==> config.mk <==
export PLATFORM = sky130hd
export DESIGN_NAME = sym_stream_arbiter_flat
export DESIGN_NICKNAME = d
export VERILOG_FILES = /design/src/rtl/sym_stream_arbiter_pkg.sv /design/src/rtl/sym_stream_arbiter_if.sv /design/src/rtl/sym_stream_arbiter_rr_pick.sv /design/src/rtl/sym_stream_arbiter.sv /design/src/flat_wrapper.sv
export SDC_FILE = /design/constraint.sdc
export NUM_CORES = 1
export LEC_CHECK = 0
export CORE_MARGIN = 4
export CORE_UTILIZATION = 52
export CTS_BUF_LIST = sky130_fd_sc_hd__clkbuf_4
export CTS_CLUSTER_SIZE = 24
export DETAILED_ROUTE_END_ITERATION = 6
export GPL_TIMING_DRIVEN = 0
export PLACE_DENSITY = 0.85
export SYNTH_ARGS = -nofsm -noshare
export SYNTH_HDL_FRONTEND = slang
export SYNTH_SLANG_ARGS = --single-unit
==> constraint.sdc <==
create_clock -name clk -period 3.5 [get_ports clk]
set_input_delay 0.7 -clock clk [delete_from_list [all_inputs] [get_ports clk]]
set_output_delay 0.7 -clock clk [all_outputs]
set_load 0.05 [all_outputs]
==> src/rtl/sym_stream_arbiter_pkg.sv <==
// Shared types and defaults for the symbol-stream arbiter: state encodings,
// trap/idle codes and default parameter values.
package sym_stream_arbiter_pkg;

  typedef enum logic [1:0] {
    ST_IDLE  = 2'd0,
    ST_DRIVE = 2'd1,
    ST_FLUSH = 2'd2
  } arb_state_e;

  localparam logic [2:0] TRAP_STATE_DEF = 3'd4;
  localparam logic [1:0] IDLE_SYM_DEF   = 2'd1;
  localparam int         N_REQ_DEF      = 4;
  localparam int         MAX_BURST_DEF  = 8;
  localparam int         CLR_CYCLES_DEF = 2;

  // Index width for N requesters; never below one bit.
  function automatic int idx_width(input int n);
    return (n <= 2) ? 1 : $clog2(n);
  endfunction

endpackage

==> src/rtl/sym_stream_arbiter_if.sv <==
// Bundle between the requester front-ends, the shared symbol FSM and the arbiter.
interface sym_stream_arbiter_if #(
  parameter int N_REQ = 4
);
  // Handshake: req[i] is valid with req_sym/req_last of lane i; the arbiter is
  // ready for lane i only while gnt[i] is high, and a symbol transfers in a
  // cycle where sym_ack is high. Requesters hold req, req_sym and req_last
  // stable until the transfer; a request is never dropped by the arbiter.
  logic [N_REQ-1:0]   req;
  logic [2*N_REQ-1:0] req_sym;
  logic [N_REQ-1:0]   req_last;
  logic [2:0]         fsm_state;

  logic [N_REQ-1:0]   gnt;
  logic               sym_ack;
  logic [1:0]         fsm_in;
  logic               fsm_clr;
  logic               abort;
  logic [2:0]         abort_id;
  logic               busy;
  logic [3:0]         burst_cnt;
  logic [1:0]         dbg_state;
  logic [2:0]         dbg_rr_ptr;

  modport master (
    output req, req_sym, req_last, fsm_state,
    input  gnt, sym_ack, fsm_in, fsm_clr, abort, abort_id, busy, burst_cnt,
    input  dbg_state, dbg_rr_ptr
  );

  modport slave (
    input  req, req_sym, req_last, fsm_state,
    output gnt, sym_ack, fsm_in, fsm_clr, abort, abort_id, busy, burst_cnt,
    output dbg_state, dbg_rr_ptr
  );

endinterface

==> src/rtl/sym_stream_arbiter_rr_pick.sv <==
// Combinational round-robin picker: first set request at or after ptr_i,
// wrapping to index 0.
module sym_stream_arbiter_rr_pick
  import sym_stream_arbiter_pkg::*;
#(
  parameter int N_REQ = 4,
  parameter int IDX_W = idx_width(N_REQ)
) (
  input  logic [N_REQ-1:0] req_i,
  input  logic [IDX_W-1:0] ptr_i,
  output logic [N_REQ-1:0] pick_o,
  output logic [IDX_W-1:0] idx_o,
  output logic             any_o
);

  logic found;

  always_comb begin
    pick_o = '0;
    idx_o  = '0;
    found  = 1'b0;
    // Upper segment [ptr, N-1] first, then wrap into [0, ptr-1].
    for (int j = 0; j < N_REQ; j++) begin
      if (!found && req_i[j] && (j >= int'(ptr_i))) begin
        found     = 1'b1;
        pick_o[j] = 1'b1;
        idx_o     = IDX_W'(j);
      end
    end
    for (int j = 0; j < N_REQ; j++) begin
      if (!found && req_i[j]) begin
        found     = 1'b1;
        pick_o[j] = 1'b1;
        idx_o     = IDX_W'(j);
      end
    end
    any_o = found;
  end

endmodule

==> src/rtl/sym_stream_arbiter.sv <==
// Round-robin arbiter that lends one shared symbol FSM to N_REQ requesters,
// streams the owner's symbols into it and clears it after a trap.
module sym_stream_arbiter
  import sym_stream_arbiter_pkg::*;
#(
  parameter int         N_REQ      = N_REQ_DEF,
  parameter int         MAX_BURST  = MAX_BURST_DEF,
  parameter logic [2:0] TRAP_STATE = TRAP_STATE_DEF,
  parameter logic [1:0] IDLE_SYM   = IDLE_SYM_DEF,
  parameter int         CLR_CYCLES = CLR_CYCLES_DEF
) (
  input  logic                 clk,
  input  logic                 clr,
  sym_stream_arbiter_if.slave  bus
);

  localparam int IDX_W = idx_width(N_REQ);

  arb_state_e       state_q, state_d;
  logic [N_REQ-1:0] gnt_q, gnt_d;
  logic [1:0]       fsm_in_q, fsm_in_d;
  logic             fsm_clr_q, fsm_clr_d;
  logic             abort_q, abort_d;
  logic [2:0]       abort_id_q, abort_id_d;
  logic             busy_q, busy_d;
  logic [3:0]       burst_cnt_q, burst_cnt_d;
  logic [IDX_W-1:0] rr_ptr_q, rr_ptr_d;
  logic [IDX_W-1:0] owner_q, owner_d;
  logic [1:0]       flush_cnt_q, flush_cnt_d;

  logic             ack;
  logic             trap;
  logic [N_REQ-1:0] pick_onehot;
  logic [IDX_W-1:0] pick_idx;
  logic             pick_any;
  logic [1:0]       owner_sym;
  logic             owner_last;
  logic [IDX_W-1:0] owner_nxt;

  sym_stream_arbiter_rr_pick #(
    .N_REQ (N_REQ),
    .IDX_W (IDX_W)
  ) u_rr_pick (
    .req_i  (bus.req),
    .ptr_i  (rr_ptr_q),
    .pick_o (pick_onehot),
    .idx_o  (pick_idx),
    .any_o  (pick_any)
  );

  assign trap       = (bus.fsm_state == TRAP_STATE);
  assign owner_sym  = bus.req_sym[{owner_q, 1'b0} +: 2];
  assign owner_last = bus.req_last[owner_q];
  assign owner_nxt  = (owner_q == IDX_W'(N_REQ - 1)) ? '0 : owner_q + IDX_W'(1);

  always_comb begin
    state_d     = state_q;
    gnt_d       = gnt_q;
    fsm_in_d    = IDLE_SYM;
    fsm_clr_d   = 1'b0;
    abort_d     = 1'b0;
    abort_id_d  = abort_id_q;
    burst_cnt_d = burst_cnt_q;
    rr_ptr_d    = rr_ptr_q;
    owner_d     = owner_q;
    flush_cnt_d = flush_cnt_q;
    ack         = 1'b0;

    case (state_q)
      ST_IDLE: begin
        // A trap seen while nobody owns the FSM is cleared without an abort.
        if (trap) begin
          state_d     = ST_FLUSH;
          fsm_clr_d   = 1'b1;
          flush_cnt_d = '0;
        end else if (pick_any) begin
          gnt_d       = pick_onehot;
          owner_d     = pick_idx;
          burst_cnt_d = '0;
          state_d     = ST_DRIVE;
        end
      end

      ST_DRIVE: begin
        if (trap) begin
          abort_d     = 1'b1;
          abort_id_d  = 3'(owner_q);
          gnt_d       = '0;
          rr_ptr_d    = owner_nxt;
          state_d     = ST_FLUSH;
          fsm_clr_d   = 1'b1;
          flush_cnt_d = '0;
        end else if (bus.req[owner_q]) begin
          ack         = 1'b1;
          fsm_in_d    = owner_sym;
          burst_cnt_d = burst_cnt_q + 4'd1;
          if (owner_last || (burst_cnt_q == 4'(MAX_BURST - 1))) begin
            gnt_d    = '0;
            rr_ptr_d = owner_nxt;
            state_d  = ST_IDLE;
          end
        end
      end

      ST_FLUSH: begin
        if (flush_cnt_q == 2'(CLR_CYCLES - 1)) begin
          state_d = ST_IDLE;
        end else begin
          fsm_clr_d   = 1'b1;
          flush_cnt_d = flush_cnt_q + 2'd1;
        end
      end

      default: begin
        state_d     = ST_IDLE;
        gnt_d       = '0;
        abort_id_d  = '0;
        burst_cnt_d = '0;
        rr_ptr_d    = '0;
        owner_d     = '0;
        flush_cnt_d = '0;
      end
    endcase

    busy_d = (state_d != ST_IDLE);
  end

  always_ff @(posedge clk or posedge clr) begin
    if (clr) begin
      state_q     <= ST_IDLE;
      gnt_q       <= '0;
      fsm_in_q    <= IDLE_SYM;
      fsm_clr_q   <= 1'b0;
      abort_q     <= 1'b0;
      abort_id_q  <= '0;
      busy_q      <= 1'b0;
      burst_cnt_q <= '0;
      rr_ptr_q    <= '0;
      owner_q     <= '0;
      flush_cnt_q <= '0;
    end else begin
      state_q     <= state_d;
      gnt_q       <= gnt_d;
      fsm_in_q    <= fsm_in_d;
      fsm_clr_q   <= fsm_clr_d;
      abort_q     <= abort_d;
      abort_id_q  <= abort_id_d;
      busy_q      <= busy_d;
      burst_cnt_q <= burst_cnt_d;
      rr_ptr_q    <= rr_ptr_d;
      owner_q     <= owner_d;
      flush_cnt_q <= flush_cnt_d;
    end
  end

  // The system-level FSM clear is fsm_clr ORed with clr outside this block.
  assign bus.gnt        = gnt_q;
  assign bus.sym_ack    = ack;
  assign bus.fsm_in     = fsm_in_q;
  assign bus.fsm_clr    = fsm_clr_q;
  assign bus.abort      = abort_q;
  assign bus.abort_id   = abort_id_q;
  assign bus.busy       = busy_q;
  assign bus.burst_cnt  = burst_cnt_q;
  assign bus.dbg_state  = state_q;
  assign bus.dbg_rr_ptr = 3'(rr_ptr_q);

endmodule

==> src/flat_wrapper.sv <==
// flat-port wrapper written by rule: the top's interface ports become plain ports
module sym_stream_arbiter_flat import sym_stream_arbiter_pkg::*;
#(
  parameter int         N_REQ      = N_REQ_DEF,
  parameter int         MAX_BURST  = MAX_BURST_DEF,
  parameter logic [2:0] TRAP_STATE = TRAP_STATE_DEF,
  parameter logic [1:0] IDLE_SYM   = IDLE_SYM_DEF,
  parameter int         CLR_CYCLES = CLR_CYCLES_DEF
)
  (clk, clr, bus_req, bus_req_sym, bus_req_last, bus_fsm_state, bus_gnt, bus_sym_ack, bus_fsm_in, bus_fsm_clr, bus_abort, bus_abort_id, bus_busy, bus_burst_cnt, bus_dbg_state, bus_dbg_rr_ptr);
  sym_stream_arbiter_if #(.N_REQ(N_REQ)) bus_i ();
  input  logic clk;
  input  logic clr;
  input wire logic [$bits(bus_i.req)-1:0] bus_req;
  input wire logic [$bits(bus_i.req_sym)-1:0] bus_req_sym;
  input wire logic [$bits(bus_i.req_last)-1:0] bus_req_last;
  input wire logic [$bits(bus_i.fsm_state)-1:0] bus_fsm_state;
  output wire logic [$bits(bus_i.gnt)-1:0] bus_gnt;
  output wire logic [$bits(bus_i.sym_ack)-1:0] bus_sym_ack;
  output wire logic [$bits(bus_i.fsm_in)-1:0] bus_fsm_in;
  output wire logic [$bits(bus_i.fsm_clr)-1:0] bus_fsm_clr;
  output wire logic [$bits(bus_i.abort)-1:0] bus_abort;
  output wire logic [$bits(bus_i.abort_id)-1:0] bus_abort_id;
  output wire logic [$bits(bus_i.busy)-1:0] bus_busy;
  output wire logic [$bits(bus_i.burst_cnt)-1:0] bus_burst_cnt;
  output wire logic [$bits(bus_i.dbg_state)-1:0] bus_dbg_state;
  output wire logic [$bits(bus_i.dbg_rr_ptr)-1:0] bus_dbg_rr_ptr;
  assign bus_i.req = bus_req;
  assign bus_i.req_sym = bus_req_sym;
  assign bus_i.req_last = bus_req_last;
  assign bus_i.fsm_state = bus_fsm_state;
  assign bus_gnt = bus_i.gnt;
  assign bus_sym_ack = bus_i.sym_ack;
  assign bus_fsm_in = bus_i.fsm_in;
  assign bus_fsm_clr = bus_i.fsm_clr;
  assign bus_abort = bus_i.abort;
  assign bus_abort_id = bus_i.abort_id;
  assign bus_busy = bus_i.busy;
  assign bus_burst_cnt = bus_i.burst_cnt;
  assign bus_dbg_state = bus_i.dbg_state;
  assign bus_dbg_rr_ptr = bus_i.dbg_rr_ptr;
  sym_stream_arbiter #(.N_REQ(N_REQ), .MAX_BURST(MAX_BURST), .TRAP_STATE(TRAP_STATE), .IDLE_SYM(IDLE_SYM), .CLR_CYCLES(CLR_CYCLES)) u_core (.clk(clk), .clr(clr), .bus(bus_i));
endmodule
==> impl_metrics.ini <==
[setup_path]
cp.required_ns = 2.80
cp_max_fo = 8
cp_common_cell = clkdlybuf4s50_1
crit_chain = clkdlybuf4s50_1, mux4_2, nand3_1, inv_1, clkdlybuf4s50_1
worst_ep_arrival_time_ns = 2.70
cpPeakStageDelay_ns = 0.70
start_kind = input pin
critical_path_class = in2out
end_kind = output port
crit_slowest_cell = clkdlybuf4s50_1

[clock_network]
cts.clk_slew.worst_paths_ns = 0.13
cts-root-buf = clkbuf_4
ctsLongestPathBuffers = 2
clock_latency_ns = 0.31
ctsResizeCount = 0
ctsHoldBuffers = 0
cts.sinks = 23
cts_tree = yes
cts_buffers = 3
cts_setup_buffers = 0
cts_htree_levels = 1

[min_path]
hold_path_class = reg2reg

[floorplanning]
core_area_um2 = 2567
die_area_um2 = 3711
io_pins = 43
die_w_um = 60.92
initial_core_util = 0.5673
die_h_um = 60.92
rows = 18

[logic_synthesis]
yosysMostFrequentCell = dfrtp_1
synth_common_cells = dfrtp_1, nor2_1, inv_1
netlist_area_um2 = 1456
netlist_instances = 149
ys_seq_area_frac = 0.3960
synth.top_cell.area_share = 0.3780
ys_ff_latch = 23
yosys-top-cells-area = dfrtp_1, ha_1, mux2_2, nor2_1, mux4_1
synth.avg_cell_area_um2 = 9.774
synth_enable_flop_cells = 0
yosys_warnings = 0
ys_async_sr_fraction = 1.000
yosys.cell_types.count = 45
yosysTopAreaCell = dfrtp_1
ys.flop_type = dfrtp_1

[placed_design]
gp_congestion = 0.9492
hpwlAfterDp_um = 2706
dp_cells = 220
port_buffers = 40

[power_and_ir_drop]
p_leak_nw = 0.8653
total_power_w = 0.001548
ir_drop_uv = 564.3
p_per_area_nw_per_um2 = 803.9

[detailed_routing]
avgViaCountPerCell = 5.772
vias = 1293
wl_per_cell_um = 15.28
ant_nets = 0
detail_route.wirelength_um = 3423
first_iter_violations = 42
post-route-drc-count = 0
drt_pass1_iterations = 4

[status]
status = finished, final reports clean

[cells_and_area]
num_antenna_cells = 0
fin_nets = 223
area_delta_synth_final_pct = 32.22
drive_gt1_frac = 0.1392
fillCellCount = 202
final_cells = 224

[timing]
setup_violations = 0
rsz0062_at_grt = false
worst_pin_slew_ns = 0.8590
fin_crit_sh = 0.9708
slew_headroom = 0.4267
setup_tns_ns = 0
fmax_mhz = 294.3
hold_viol_final = 0
finalClockSkew_ns = 0.005035
slew_viol_final = 0
fin_crit_ns = 3.398

[global_route]
grt_pass1_wl_um = 5747
grt_pass1_vias = 1339
grt_overflow = 0
antenna_found_initial = 0
grt_max_degree = 24
grt.total_usage = 0.2043

[flow_run]
maxCapViolations = 0
[kinds of logic (layout without fill, tap and decap cells)]
family,Yosys count,count (layout),share of synthesized area
compound gates,41,41,0.1942
mux,12,12,0.1263
other cells,1,2,0.002575
fa+ha+maj,7,7,0.06013
buf+inv,20,64,0.06443
flops,23,23,0.3961
simple gates,45,45,0.1564
[final cells by class]
cell class | count | area [um^2] | area share
multi-input combinational | 107 | 789.5 | 0.4100
sequential | 23 | 576.8 | 0.2995
timing repair buffer | 40 | 400.4 | 0.2079
buffer | 9 | 52.55 | 0.02729
inverter | 11 | 41.29 | 0.02144
tap | 30 | 37.54 | 0.01949
clock buffer | 3 | 22.52 | 0.01170
clock inverter | 1 | 5.005 | 0.002599
[path summary, 6_finish.rpt]
check                      slack [ns]  cells past startpoint                     from                       to
max                              0.10                      5               bus_req[0]              bus_sym_ack
max in group asynchronous        2.12                      2                      clr       u_core.rr_ptr_q[0]
min                              0.50                      2    u_core.flush_cnt_q[1]    u_core.flush_cnt_q[1]
max reg2reg                      1.26                      8  u_core.bus.dbg_state[1]  u_core.bus.burst_cnt[0]
min reg2reg                      0.50                      2    u_core.flush_cnt_q[1]    u_core.flush_cnt_q[1]
min in group asynchronous        0.85                      2                      clr  u_core.bus.dbg_state[0]
[per-stage QoR]
stage | utilization | worst slack, ns | hold slack [ns] | cell area (um^2)
after floorplan | - | 1.166 | 0.4471 | 1460
after global placement | 0.7393 | 0.1269 | 0.4588 | 1898
after detailed placement | 0.7393 | 0.1185 | 0.4739 | 1898
after CTS | 0.7500 | 0.1076 | 0.5041 | 1926
after global routing | 0.7500 | 0.01862 | 0.5403 | 1926
final | 0.7500 | 0.1022 | 0.4953 | 1926
[flip-flops by register name, summed over array words and instances, names as in the netlist]
register,count
u_core.owner_q,2
u_core.bus.abort_id,2
u_core.bus.gnt,4
u_core.rr_ptr_q,2
u_core.bus.fsm_in,2
u_core.bus.fsm_clr,1
u_core.bus.dbg_state,2
u_core.bus.abort,1
u_core.bus.busy,1
u_core.bus.burst_cnt,4
u_core.flush_cnt_q,2
[where the power goes]
group	total [W]	switching [W]	internal, W
sequential	0.000419	0.0000682	0.000351
clock	0.000122	0.0000793	0.0000426
combinational	0.00101	0.000612	0.000396
total	0.00155	0.000759	0.000789
[metal layers]
layer	track usage	wire length [um]	vias to the layer above
li1	-	-	622
met1	0.2576	1410	618
met2	0.3496	1809	51
met3	0.03617	190	2
met4	0.07430	13	0
met5	0	0	-
[cell usage in the layout (no fill, tap or decap), types with 4 or more instances in the layout]
cell | Yosys | layout
a21oi_1 | 8 | 8
clkdlybuf4s50_1 | 0 | 40
dfrtp_1 | 22 | 22
ha_1 | 7 | 7
inv_1 | 11 | 11
mux2_2 | 5 | 5
nand2_1 | 10 | 10
nor2_1 | 15 | 15
o21ai_0 | 10 | 10
or2_2 | 4 | 4
[critical path: cells and delay by family]
family | cells | cell delay [ns]
buffers and inverters | 3 | 1.30
multiplexers | 1 | 0.54
AND/OR/NAND/NOR | 1 | 0.16
Note: power is estimated with default switching activity, not from simulation.
